File: src/rtl/tart_sampler_pkg.sv
// tart_sampler_pkg
// Shared definitions for the antenna phase sampler and its calibration
// histogram: the fixed fast-to-sample clock ratio, the phase index type,
// the calibration state encoding and two small phase helper functions.
package tart_sampler_pkg;

    // fast_clk cycles per sample period; phase indices run 0..RATIO-1
    localparam int RATIO = 6;

    typedef logic [2:0] phase_t;

    localparam phase_t LAST_PHASE = phase_t'(RATIO - 1);

    typedef enum logic [1:0] {
        IDLE,
        CLEAR,
        COUNT,
        PICK
    } cal_state_t;

    // Out-of-range phase requests (6, 7) fall back to the last valid phase
    function automatic phase_t clamp_phase(input logic [2:0] requested);
        return (requested > LAST_PHASE) ? LAST_PHASE : requested;
    endfunction

    // The phase half a sample period away from e, i.e. (e + 3) mod 6
    function automatic phase_t opposite_phase(input phase_t e);
        return (e >= 3'd3) ? (e - 3'd3) : (e + 3'd3);
    endfunction

endpackage

File: src/rtl/phase_edge_histogram.sv
// phase_edge_histogram
// Six saturating counters, one per sample phase, that count data
// transitions seen on the calibration antenna, plus a combinational
// argmax over them.
//
// Ports:
//   fast_clk   in   clock
//   rst        in   synchronous active-high reset
//   clear      in   zero all counters this cycle
//   count_en   in   accumulate transitions this cycle
//   edge_seen  in   calibration antenna changed this cycle
//   ph         in   current phase index
//   best       out  index of the largest counter (lowest index on ties)
//   any_edges  out  at least one counter is non-zero
module phase_edge_histogram
    import tart_sampler_pkg::*;
#(
    parameter int CNT_W = 12
) (
    input  logic   fast_clk,
    input  logic   rst,
    input  logic   clear,
    input  logic   count_en,
    input  logic   edge_seen,
    input  phase_t ph,
    output phase_t best,
    output logic   any_edges
);

    logic [CNT_W-1:0] h [RATIO];
    logic [CNT_W-1:0] best_cnt;

    always_ff @(posedge fast_clk) begin
        if (rst || clear) begin
            for (int i = 0; i < RATIO; i++) begin
                h[i] <= '0;
            end
        end else if (count_en && edge_seen) begin
            for (int i = 0; i < RATIO; i++) begin
                // Counters stick at all-ones instead of wrapping
                if (ph == phase_t'(i) && h[i] != {CNT_W{1'b1}}) begin
                    h[i] <= h[i] + 1'b1;
                end
            end
        end
    end

    // Strict greater-than keeps the lowest index when counts tie
    always_comb begin
        best_cnt = h[0];
        best     = '0;
        for (int i = 1; i < RATIO; i++) begin
            if (h[i] > best_cnt) begin
                best_cnt = h[i];
                best     = phase_t'(i);
            end
        end
        any_edges = (best_cnt != '0);
    end

endmodule

File: src/rtl/antenna_phase_sampler.sv
// antenna_phase_sampler
// Samples raw 1-bit antenna streams inside the fast_clk domain. A free-running
// 0..5 phase counter replaces the slow sampling clock; one sample word is
// captured per period at the selected phase. The selected phase only changes
// at the end of a period, so every period carries exactly one strobe.
//
// Build option: define SAMPLER_CAL_EN to include the edge-histogram phase
// calibration. Without it cal_busy/cal_done read 0, cal_start/cal_ant are
// ignored and the phase comes only from data_sample_delay.
//
// Ports:
//   fast_clk           in   sole clock, 6x the sample rate
//   rst                in   synchronous active-high reset
//   antenna            in   raw asynchronous antenna bits
//   enable             in   sampling enable
//   data_sample_delay  in   manual phase select 0..5 (6, 7 clamp to 5)
//   cal_start          in   one-cycle calibration start pulse
//   cal_ant            in   calibration antenna index (out of range -> 0)
//   sample_data        out  captured sample word
//   sample_valid       out  one-cycle strobe when sample_data updates
//   phase_used         out  phase currently applied
//   cal_busy           out  calibration in progress
//   cal_done           out  sticky calibration-complete flag
module antenna_phase_sampler
    import tart_sampler_pkg::*;
#(
    parameter int ANTENNAS = 24,
    parameter int CAL_LOG2 = 10,
    parameter int CNT_W    = 12
) (
    input  logic                fast_clk,
    input  logic                rst,
    input  logic [ANTENNAS-1:0] antenna,
    input  logic                enable,
    input  logic [2:0]          data_sample_delay,
    input  logic                cal_start,
    input  logic [4:0]          cal_ant,
    output logic [ANTENNAS-1:0] sample_data,
    output logic                sample_valid,
    output logic [2:0]          phase_used,
    output logic                cal_busy,
    output logic                cal_done
);

    logic [ANTENNAS-1:0] sync_meta;
    logic [ANTENNAS-1:0] sync_s;
    phase_t              ph;
    phase_t              pending_phase;
    logic                capture;

    // Two-flop synchroniser on the raw antenna bits
    always_ff @(posedge fast_clk) begin
        if (rst) begin
            sync_meta <= '0;
            sync_s    <= '0;
        end else begin
            sync_meta <= antenna;
            sync_s    <= sync_meta;
        end
    end

    // Free-running phase counter, independent of enable
    always_ff @(posedge fast_clk) begin
        if (rst) begin
            ph <= '0;
        end else if (ph == LAST_PHASE) begin
            ph <= '0;
        end else begin
            ph <= ph + 3'd1;
        end
    end

    assign capture = enable && (ph == phase_used);

    // Capture the synchronised word at the selected phase; strobe follows
    always_ff @(posedge fast_clk) begin
        if (rst) begin
            sample_data  <= '0;
            sample_valid <= 1'b0;
        end else begin
            sample_valid <= capture;
            if (capture) begin
                sample_data <= sync_s;
            end
        end
    end

    // Loading only on the last phase keeps a phase change from producing
    // zero or two captures inside one period
    always_ff @(posedge fast_clk) begin
        if (rst) begin
            phase_used <= '0;
        end else if (ph == LAST_PHASE) begin
            phase_used <= pending_phase;
        end
    end

`ifdef SAMPLER_CAL_EN

    localparam int COUNT_CYCLES = RATIO * (2 ** CAL_LOG2);
    localparam int TIMER_W      = $clog2(COUNT_CYCLES);

    cal_state_t         state;
    cal_state_t         state_next;
    logic [TIMER_W-1:0] timer;
    logic               cal_bit;
    logic               cal_bit_prev;
    phase_t             cal_result;
    phase_t             hist_best;
    logic               hist_any;

    // Select the calibration antenna; out-of-range indices use antenna 0
    always_comb begin
        cal_bit = sync_s[0];
        for (int i = 0; i < ANTENNAS; i++) begin
            if (cal_ant == 5'(i)) begin
                cal_bit = sync_s[i];
            end
        end
    end

    always_ff @(posedge fast_clk) begin
        if (rst) begin
            cal_bit_prev <= 1'b0;
        end else begin
            cal_bit_prev <= cal_bit;
        end
    end

    // Calibration state register
    always_ff @(posedge fast_clk) begin
        if (rst) begin
            state <= IDLE;
        end else begin
            state <= state_next;
        end
    end

    // Calibration next state; a start pulse is only honoured from IDLE
    always_comb begin
        state_next = state;
        cal_busy   = (state != IDLE);
        case (state)
            IDLE:    if (cal_start) state_next = CLEAR;
            CLEAR:   state_next = COUNT;
            COUNT:   if (timer == TIMER_W'(COUNT_CYCLES - 1)) state_next = PICK;
            PICK:    state_next = IDLE;
            default: state_next = IDLE;
        endcase
    end

    // Counts the fast_clk cycles spent in the histogram window
    always_ff @(posedge fast_clk) begin
        if (rst || state != COUNT) begin
            timer <= '0;
        end else begin
            timer <= timer + 1'b1;
        end
    end

    // Result register: the override drops as soon as a new run starts and
    // returns with the freshly picked phase at the end of PICK
    always_ff @(posedge fast_clk) begin
        if (rst) begin
            cal_result <= '0;
            cal_done   <= 1'b0;
        end else if (state == IDLE && cal_start) begin
            cal_done <= 1'b0;
        end else if (state == PICK) begin
            cal_done   <= 1'b1;
            cal_result <= hist_any ? opposite_phase(hist_best) : '0;
        end
    end

    assign pending_phase = cal_done ? cal_result : clamp_phase(data_sample_delay);

    phase_edge_histogram #(
        .CNT_W(CNT_W)
    ) u_hist (
        .fast_clk (fast_clk),
        .rst      (rst),
        .clear    (state == CLEAR),
        .count_en (state == COUNT),
        .edge_seen(cal_bit ^ cal_bit_prev),
        .ph       (ph),
        .best     (hist_best),
        .any_edges(hist_any)
    );

`else

    localparam int unused_cfg = CAL_LOG2 + CNT_W;

    logic unused_cal;

    assign unused_cal    = ^{cal_start, cal_ant};
    assign cal_busy      = 1'b0;
    assign cal_done      = 1'b0;
    assign pending_phase = clamp_phase(data_sample_delay);

`endif

endmodule

File: config.mk
export PLATFORM = sky130hd
export DESIGN_NAME = antenna_phase_sampler
export DESIGN_NICKNAME = d
export VERILOG_FILES = /design/src/rtl/tart_sampler_pkg.sv /design/src/rtl/phase_edge_histogram.sv /design/src/rtl/antenna_phase_sampler.sv
export SDC_FILE = /design/constraint.sdc
export NUM_CORES = 1
export LEC_CHECK = 0
export CORE_MARGIN = 4
export CORE_UTILIZATION = 50
export DETAILED_ROUTE_END_ITERATION = 6
export PLACE_DENSITY = 0.81
export SLEW_MARGIN = 40
export SYNTH_ARGS = -nofsm -noshare
export SYNTH_HDL_FRONTEND = slang
export SYNTH_SLANG_ARGS = --single-unit
File: constraint.sdc
create_clock -name fast_clk -period 2.15 [get_ports fast_clk]
set_clock_uncertainty 0.05 [all_clocks]
set_input_delay 0.215 -clock fast_clk [delete_from_list [all_inputs] [get_ports fast_clk]]
set_output_delay 0.215 -clock fast_clk [all_outputs]
set_load 0.02 [all_outputs]
==> flow_summary.json, run 1 <==
{
  "outcome": "complete, no violations",
  "antenna_cells": 0,
  "maxCapViolations": 0,
  "drt_iter0_drc": 66,
  "synthTopCellsByArea": "dfxtp_1 59%, nor2b_1 11%, nand2b_1 11%",
  "wire_per_inst_um": 10.9,
  "path_clk_slew_ns": 0.07,
  "finalNetCount": 332,
  "finalMaxSlewViolations": 0,
  "postCtsSetupBuffers": 0,
  "clkPwrFrac_pct": 32.6,
  "power_uw": 2690,
  "rows": 26,
  "p_sw_uw": 580,
  "final_hold_viol_count": 0,
  "hold_path_class": "in2reg",
  "critPathKind": "reg2out",
  "syn_to_final_growth_pct": 27.1,
  "seqPwrFrac_pct": 57.6,
  "syn_avg_cell_area_um2": 11.3,
  "final_util_pct": 66.3,
  "yosysTopAreaCellShare_pct": 58.6,
  "totalWireLength_um": 4000,
  "hold_buffers": 0,
  "fmax_ghz": 0.628,
  "drc": 0,
  "ys_ff_latch": 79,
  "clkLatencyLatePin_ns": 0.32,
  "stdcell_count": 366,
  "vias": 1619,
  "dp.cells": 353,
  "pwr-share-comb_pct": 9.8,
  "die_h_um": 81.5,
  "end_kind": "output port",
  "syn-cell-area_mm2": 0.00270,
  "intPower_uw": 2110,
  "fp.dieW_um": 81.5,
  "swShare_pct": 21.6,
  "powerDensity_mw_per_mm2": 783,
  "dr.pass1.iters": 3,
  "dieArea_mm2": 0.00664,
  "vias_per_cell": 4.42,
  "initial_core_util_pct": 52.2,
  "yosys.area.top_type": "dfxtp_1",
  "rsz0062_at_grt": "false",
  "htree_levels": 3,
  "clockBufferDepth": 2,
  "grt_pass1_vias": 1498,
  "syn_inst": 240,
  "ctsRootBufferMaster": "clkbuf_8",
  "place_ws_ns": 0.684,
  "period_share_pct": 74.0,
  "place.gp.congestion": 0.695,
  "numCtsBuffers": 9,
  "start_kind": "register",
  "worst_slack_ns": 0.558,
  "core-area_mm2": 0.00517,
  "crit_buf_inv": 1,
  "cp_slowest_stage_delay_ns": 0.63,
  "cp_max_fo": 3,
  "grt_antenna_before_repair": 0,
  "crit_slowest_cell": "clkdlybuf4s50_1",
  "grt_usage_pct": 13.3,
  "grt_overflow_total": 0,
  "cts_tree": "done",
  "io_buffers": 57,
  "grt_max_degree": 104,
  "critPathArrivalTime_ns": 1.33,
  "setup_viol": 0,
  "synth_cell_types": 21,
  "hpwl_um": 2530,
  "ys_seq_area_share_pct": 58.6,
  "peakVddDrop_uv": 536,
  "setup_tns_ns": 0,
  "grt_first_pass_wirelength_um": 6430,
  "cts_sinks": 79,
  "reg2reg_slack_ns": 0.68,
  "min_period_ns": 1.59,
  "path_cells": "clkdlybuf4s50_1",
  "total_leakage_power_uw": 0.00126,
  "pin_count": 66,
  "cts_resized": 0,
  "ant_nets": 0,
  "drive_gt1_share_pct": 5.41,
  "crit_required_ns": 1.88,
  "synth_warnings": 0,
  "crit_family": "buffers and inverters"
}
-- final timing paths --
check / startpoint / endpoint / cells after the start
max: phase_used[1] / phase_used[1] / 1
min reg2reg: sync_meta[10] / sync_s[10] / 1
min: rst / sync_s[5] / 3
max reg2reg: ph[2] / sample_data[9] / 4
-- registers in the layout, indices dropped and copies added, names as in the netlist --
register / count
ph: 3
phase_used: 3
sample_data: 24
sample_valid: 1
sync_meta: 24
sync_s: 24
-- cell type report --
cell class                 count  area (µm²)
tap                           70        87.6
timing repair buffer          59         606
multi-input combinational    144        1000
sequential                    79        1580
clock inverter                 2        10.0
inverter                       1        3.75
fill                         391        1740
clock buffer                  11         141
-- cells in the mapped netlist --
master	n
buf_12	2
conb_1	1
nand3_1	1
xnor2_1	3
buf_4	2
mux2i_1	25
nand4b_1	1
buf_1	2
nand2_1	3
a21oi_1	3
buf_6	2
dfxtp_1	79
nor2_1	2
clkbuf_1	9
and4_1	1
nor3_1	1
inv_1	1
nand2b_1	48
ha_1	2
a211oi_1	3
nor2b_1	49
-- metal layers --
layer / vias up / share of wire (%) / GRT usage [%]
li1: 855 / - / -
met2: 36 / 47 / 21.3
met5: - / 0 / 0
met3: 6 / 6.0 / 4.17
met4: 0 / 1.5 / 9.63
met1: 722 / 45 / 14.8
-- cell families (layout without fill, tap and decap cells) --
family / count (synthesis) / in the layout / synth area share (%)
adders and majority gates: 2 / 2 / 0.927
xor gates and xnor gates: 3 / 3 / 0.973
muxes: 25 / 25 / 9.27
buffers and inverters: 18 / 73 / 4.54
AOI/OAI and AO/OA: 6 / 6 / 1.39
other: 1 / 2 / 0.139
and+or+nand+nor: 106 / 106 / 24.2
DFF: 79 / 79 / 58.6
-- power by group through the flow --
stage / logic (µW) / clock network [µW] / registers [µW]
finish: 264 / 876 / 1550
global route: 286 / 967 / 1550
CTS: 268 / 902 / 1550
detailed placement: 268 / 0 / 1580
global placement: 262 / 0 / 1580
floorplan: 167 / 0 / 1590
-- metrics by stage --
stage                     area [µm²]  hold WS, ns
after global routing            3430        0.333
after CTS                       3430        0.315
final                           3430        0.329
after global placement          3280        0.366
after detailed placement        3280        0.370
after floorplan                 2700        0.293
-- cells in the final DEF (no fill, tap or decap), drive strengths merged, types with 11 or more instances in the layout --
cell type and count:
dfxtp 79, clkdlybuf4s50 56, nor2b 49, nand2b 48, mux2i 25, clkbuf 11
Note: power is estimated with default switching activity, not from simulation.
==> run 2: changes to the inputs <==
Settings changed: CORE_UTILIZATION 50 to 48, PLACE_DENSITY 0.81 to 0.78.
Clock period 2.15 ns to 1.64 ns, I/O delays scaled along.
==> run 2 against run 1 <==
Compared with the run above:
- first-iteration DRC count is 35% lower
- critical path depth stayed put
- via count is 0.74% higher
- cell count is 1.9% higher
- sequential power is 30% higher
- die area is 3.8% higher
- non-clock buffer count is 2 higher
- largest cell class unchanged
==> flow_summary.json, run 2 (synthesis results as in run 1) <==
{
  "clockBufferDepth": 2,
  "most-common-layout-cells": "79 x dfxtp_1, 56 x clkdlybuf4s50_1, 49 x nor2b_1, 48 x nand2b_1, 25 x mux2i_1",
  "start_kind": "register",
  "fmax_ghz": 0.646,
  "hold_path_class": "in2reg",
  "final_hold_viol_count": 0,
  "worst_slack_ns": 0.0917,
  "setup_tns_ns": 0,
  "ant_nets": 0,
  "clkLatencyLatePin_ns": 0.33,
  "path_clk_slew_ns": 0.09,
  "drt_iter0_drc": 43,
  "crit_required_ns": 1.43,
  "grt_first_pass_wirelength_um": 7040,
  "wire_per_inst_um": 10.8,
  "core-area_mm2": 0.00547,
  "cts_resized": 0,
  "crit_slowest_cell": "clkdlybuf4s50_1",
  "pin_count": 66,
  "end_kind": "output port",
  "hold_buffers": 0,
  "power_uw": 3920,
  "finalMaxSlewViolations": 0,
  "postCtsSetupBuffers": 0,
  "period_share_pct": 94.4,
  "grt_max_degree": 50,
  "htree_levels": 3,
  "hpwl_um": 2650,
  "grt_antenna_before_repair": 0,
  "crit_buf_inv": 1,
  "total_leakage_power_uw": 0.00130,
  "dr.pass1.iters": 4,
  "crit_family": "buffers and inverters",
  "min_period_ns": 1.55,
  "grt_usage_pct": 12.6,
  "totalWireLength_um": 4030,
  "cts_tree": "done",
  "initial_core_util_pct": 49.3,
  "io_buffers": 57,
  "cts_sinks": 79,
  "layout_commonest_cell": "dfxtp_1",
  "top_regs": "sample_data x24, sync_meta x24, sync_s x24",
  "die_h_um": 83,
  "grt_overflow_total": 0,
  "critPathKind": "reg2out",
  "rows": 27,
  "fp.dieW_um": 83,
  "peakVddDrop_uv": 580,
  "syn_to_final_growth_pct": 30.8,
  "powerDensity_mw_per_mm2": 1110,
  "place_ws_ns": 0.171,
  "maxCapViolations": 0,
  "path_cells": "clkdlybuf4s50_1",
  "drive_gt1_share_pct": 7.31,
  "place.gp.congestion": 0.708,
  "cp_slowest_stage_delay_ns": 0.62,
  "finalNetCount": 334,
  "vias_per_cell": 4.37,
  "critPathArrivalTime_ns": 1.33,
  "setup_viol": 0,
  "dieArea_mm2": 0.00689,
  "rsz0062_at_grt": "false",
  "vias": 1631,
  "ctsRootBufferMaster": "clkbuf_8",
  "grt_pass1_vias": 1636,
  "outcome": "complete, no violations",
  "antenna_cells": 0,
  "numCtsBuffers": 9,
  "reg2reg_slack_ns": 0.27,
  "drc": 0,
  "cp_max_fo": 3
}
## run 2: cell count changes in the layout (fill, tap and decap cells not counted), sizes merged
cell / before / now
clkbuf: 11 / 9
clkinvlp: 0 / 2
bufinv: 0 / 2
buf: 3 / 5
clkinv: 2 / 3
## run 2: where the power goes
group / switching [µW] / internal (µW)
combinational: 147 / 207
clock: 681 / 859
sequential: 26.7 / 2000
total: 854 / 3060
## run 2: stage by stage
step           util, %  hold WS (ns)  cell area [µm²]  cells
2_1_floorplan        -         0.242             2700    241
3_3_place_gp      60.5         0.366             3310    357
3_5_place_dp      60.5         0.373             3310    357
4_1_cts           64.5         0.147             3530    373
5_1_grt           64.5         0.174             3530    373
6_report          64.5         0.155             3530    373
## run 2: area by class of cell
type                       count  area (µm²)
clock buffer                   9         124
multi-input combinational    144        1000
inverter                       1        3.75
clock inverter                 7        97.6
sequential                    79        1580
tap                           72        90.1
fill                         440        1940
timing repair buffer          61         633
## run 2: worst paths after layout
path / end / from / cells past startpoint
setup / recovery: phase_used[0] / phase_used[0] / 1
setup reg to reg: sample_data[13] / ph[0] / 4
hold reg to reg: sync_s[7] / sync_meta[7] / 1
hold / removal: sync_s[7] / rst / 2
## run 2: layer usage
layer / GRT usage, % / part of all wire (%)
met5: 0 / 0
met4: 7.58 / 1.3
met1: 13.0 / 44
met2: 22.1 / 50
met3: 3.77 / 5.3
==> run 3: changes to the inputs <==
==> constraint.sdc (replaced) <==
create_clock -name fast_clk -period 1.64 [get_ports fast_clk]
set_clock_uncertainty 0.05 [all_clocks]
set_input_delay 0.41 -clock fast_clk [delete_from_list [all_inputs] [get_ports fast_clk]]
set_output_delay 0.41 -clock fast_clk [all_outputs]
set_load 0.02 [all_outputs]
==> run 3 against run 2 <==
Compared with the run above:
- power decreased by 0.69%
- worst hold slack improved by 0.23 ns
- clock power about the same
==> flow_summary.json, run 3 (synthesis results as in run 1) <==
{
  "grt_overflow_total": 0,
  "wl_met1_um": 1920,
  "top_regs": "sample_data x24, sync_meta x24, sync_s x24",
  "final_hold_viol_count": 0,
  "powerDensity_mw_per_mm2": 1120,
  "place_ws_ns": -0.0665,
  "wire_per_inst_um": 11.2,
  "clkLatencyLatePin_ns": 0.34,
  "initial_core_util_pct": 49.3,
  "worst_hold_path.endpoint": "sync_s[22]",
  "layout_commonest_cell": "dfxtp_1",
  "antenna_cells": 0,
  "start_kind": "register",
  "rsz0062_at_grt": "false",
  "vias": 1649,
  "power_uw": 3890,
  "route.met3.wl_um": 219,
  "dr.pass1.iters": 3,
  "finalNetCount": 334,
  "io_buffers": 57,
  "grt_usage_pct": 13.0,
  "drt_iter0_drc": 48,
  "worstReg2RegStart": "ph[0]",
  "period_share_pct": 92.3,
  "vias_per_cell": 4.42,
  "rows": 27,
  "reg2reg_slack_ns": 0.26,
  "hold_slack_ns": 0.385,
  "path_clk_slew_ns": 0.08,
  "drc": 0,
  "wl_met2_um": 1910,
  "critPathArrivalTime_ns": 1.05,
  "maxCapViolations": 0,
  "hpwl_um": 2590,
  "rr_worst_depth": 4,
  "crit_family": "flip-flops",
  "ctsRootBufferMaster": "clkbuf_8",
  "worstSetupPathDepth": 1,
  "top_layer_used": "met4",
  "cp_max_fo": 3,
  "cts_tree": "done",
  "drive_gt1_share_pct": 6.98,
  "grt_max_degree": 104,
  "hold_buffers": 0,
  "hold_path_class": "reg2reg",
  "whs_path_depth": 1,
  "setup_viol": 0,
  "grt_antenna_before_repair": 0,
  "worst_slack_ns": 0.126,
  "clockBufferDepth": 2,
  "htree_levels": 3,
  "cp_slowest_stage_delay_ns": 0.37,
  "fp.dieW_um": 83,
  "final_util_pct": 63.7,
  "outcome": "complete, no violations",
  "dieArea_mm2": 0.00689,
  "grt_first_pass_wirelength_um": 7070,
  "crit_required_ns": 1.18,
  "place.gp.congestion": 0.708,
  "totalWireLength_um": 4160,
  "crit_slowest_cell": "dfxtp_1",
  "end_kind": "output port",
  "total_leakage_power_uw": 0.00143,
  "path_cells": "dlygate4sd2_1",
  "finalMaxSlewViolations": 0,
  "holdCritStartpoint": "sync_meta[22]",
  "cts_sinks": 79,
  "grt_pass1_vias": 1588,
  "core-area_mm2": 0.00547,
  "min_period_ns": 1.51,
  "syn_to_final_growth_pct": 29.1,
  "peakVddDrop_uv": 858,
  "fmax_ghz": 0.661,
  "ant_nets": 0,
  "pin_count": 66,
  "critPathKind": "reg2out",
  "die_h_um": 83,
  "most-common-layout-cells": "79 x dfxtp_1, 49 x nor2b_1, 48 x nand2b_1, 28 x clkdlybuf4s50_1, 28 x dlygate4sd2_1",
  "setup_tns_ns": 0,
  "numCtsBuffers": 9,
  "crit_buf_inv": 1,
  "r2r-end": "sample_data[0]"
}
## run 3: cell count changes in the layout (fill, tap and decap cells not counted)
cell and change:
clkbuf_1 +1, clkdlybuf4s50_1 -28, clkinv_2 +1, clkinv_4 -2, dlygate4sd2_1 +28
## run 3: where the power goes
part           switching [µW]  total (µW)  leakage (µW)  internal [µW]
Sequential               26.9        2020      0.000648           2000
Clock                     664        1520      0.000102            852
Combinational             149         350      0.000678            201
## run 3: cell type report
type                       count  area [µm²]
multi-input combinational    144        1000
inverter                       1        3.75
clock buffer                  10         128
fill                         446        1990
timing repair buffer          61         598
clock inverter                 6        85.1
tap                           72        90.1
sequential                    79        1580
## run 3: worst max-delay path by stage
stage,slack (ns),to,startpoint
3_5_place_dp,-0.07,sample_data[8],enable
3_3_place_gp,-0.004,sample_data[11],enable
4_1_cts,0.10,phase_used[2],phase_used[2]
5_1_grt,0.06,phase_used[1],phase_used[1]
6_report,0.13,phase_used[1],phase_used[1]
2_1_floorplan,0.29,sample_data[10],phase_used[1]
## run 3: what timing repair did
item / 4_1_cts / 5_1_grt
endpoints found under the hold margin: 0 / 0
setup buffers: 0 / 0
endpoints found under the setup margin: 28 / 0
resized for setup: 28 / 0
## run 3: per-layer routing
| layer | global-route usage, % | vias up |
|---|---|---|
| met4 | 8.47 | 0 |
| met3 | 4.17 | 11 |
| met2 | 20.3 | 43 |
| met1 | 15.4 | 735 |
| li1 | - | 860 |
| met5 | 0 | - |
## run 3: metrics by stage
| stage | instances | cell area [µm²] |
|---|---|---|
| after global routing | 373 | 3490 |
| final | 373 | 3490 |
| after detailed placement | 357 | 3310 |
| after CTS | 373 | 3490 |
| after floorplan | 241 | 2700 |
| after global placement | 357 | 3310 |
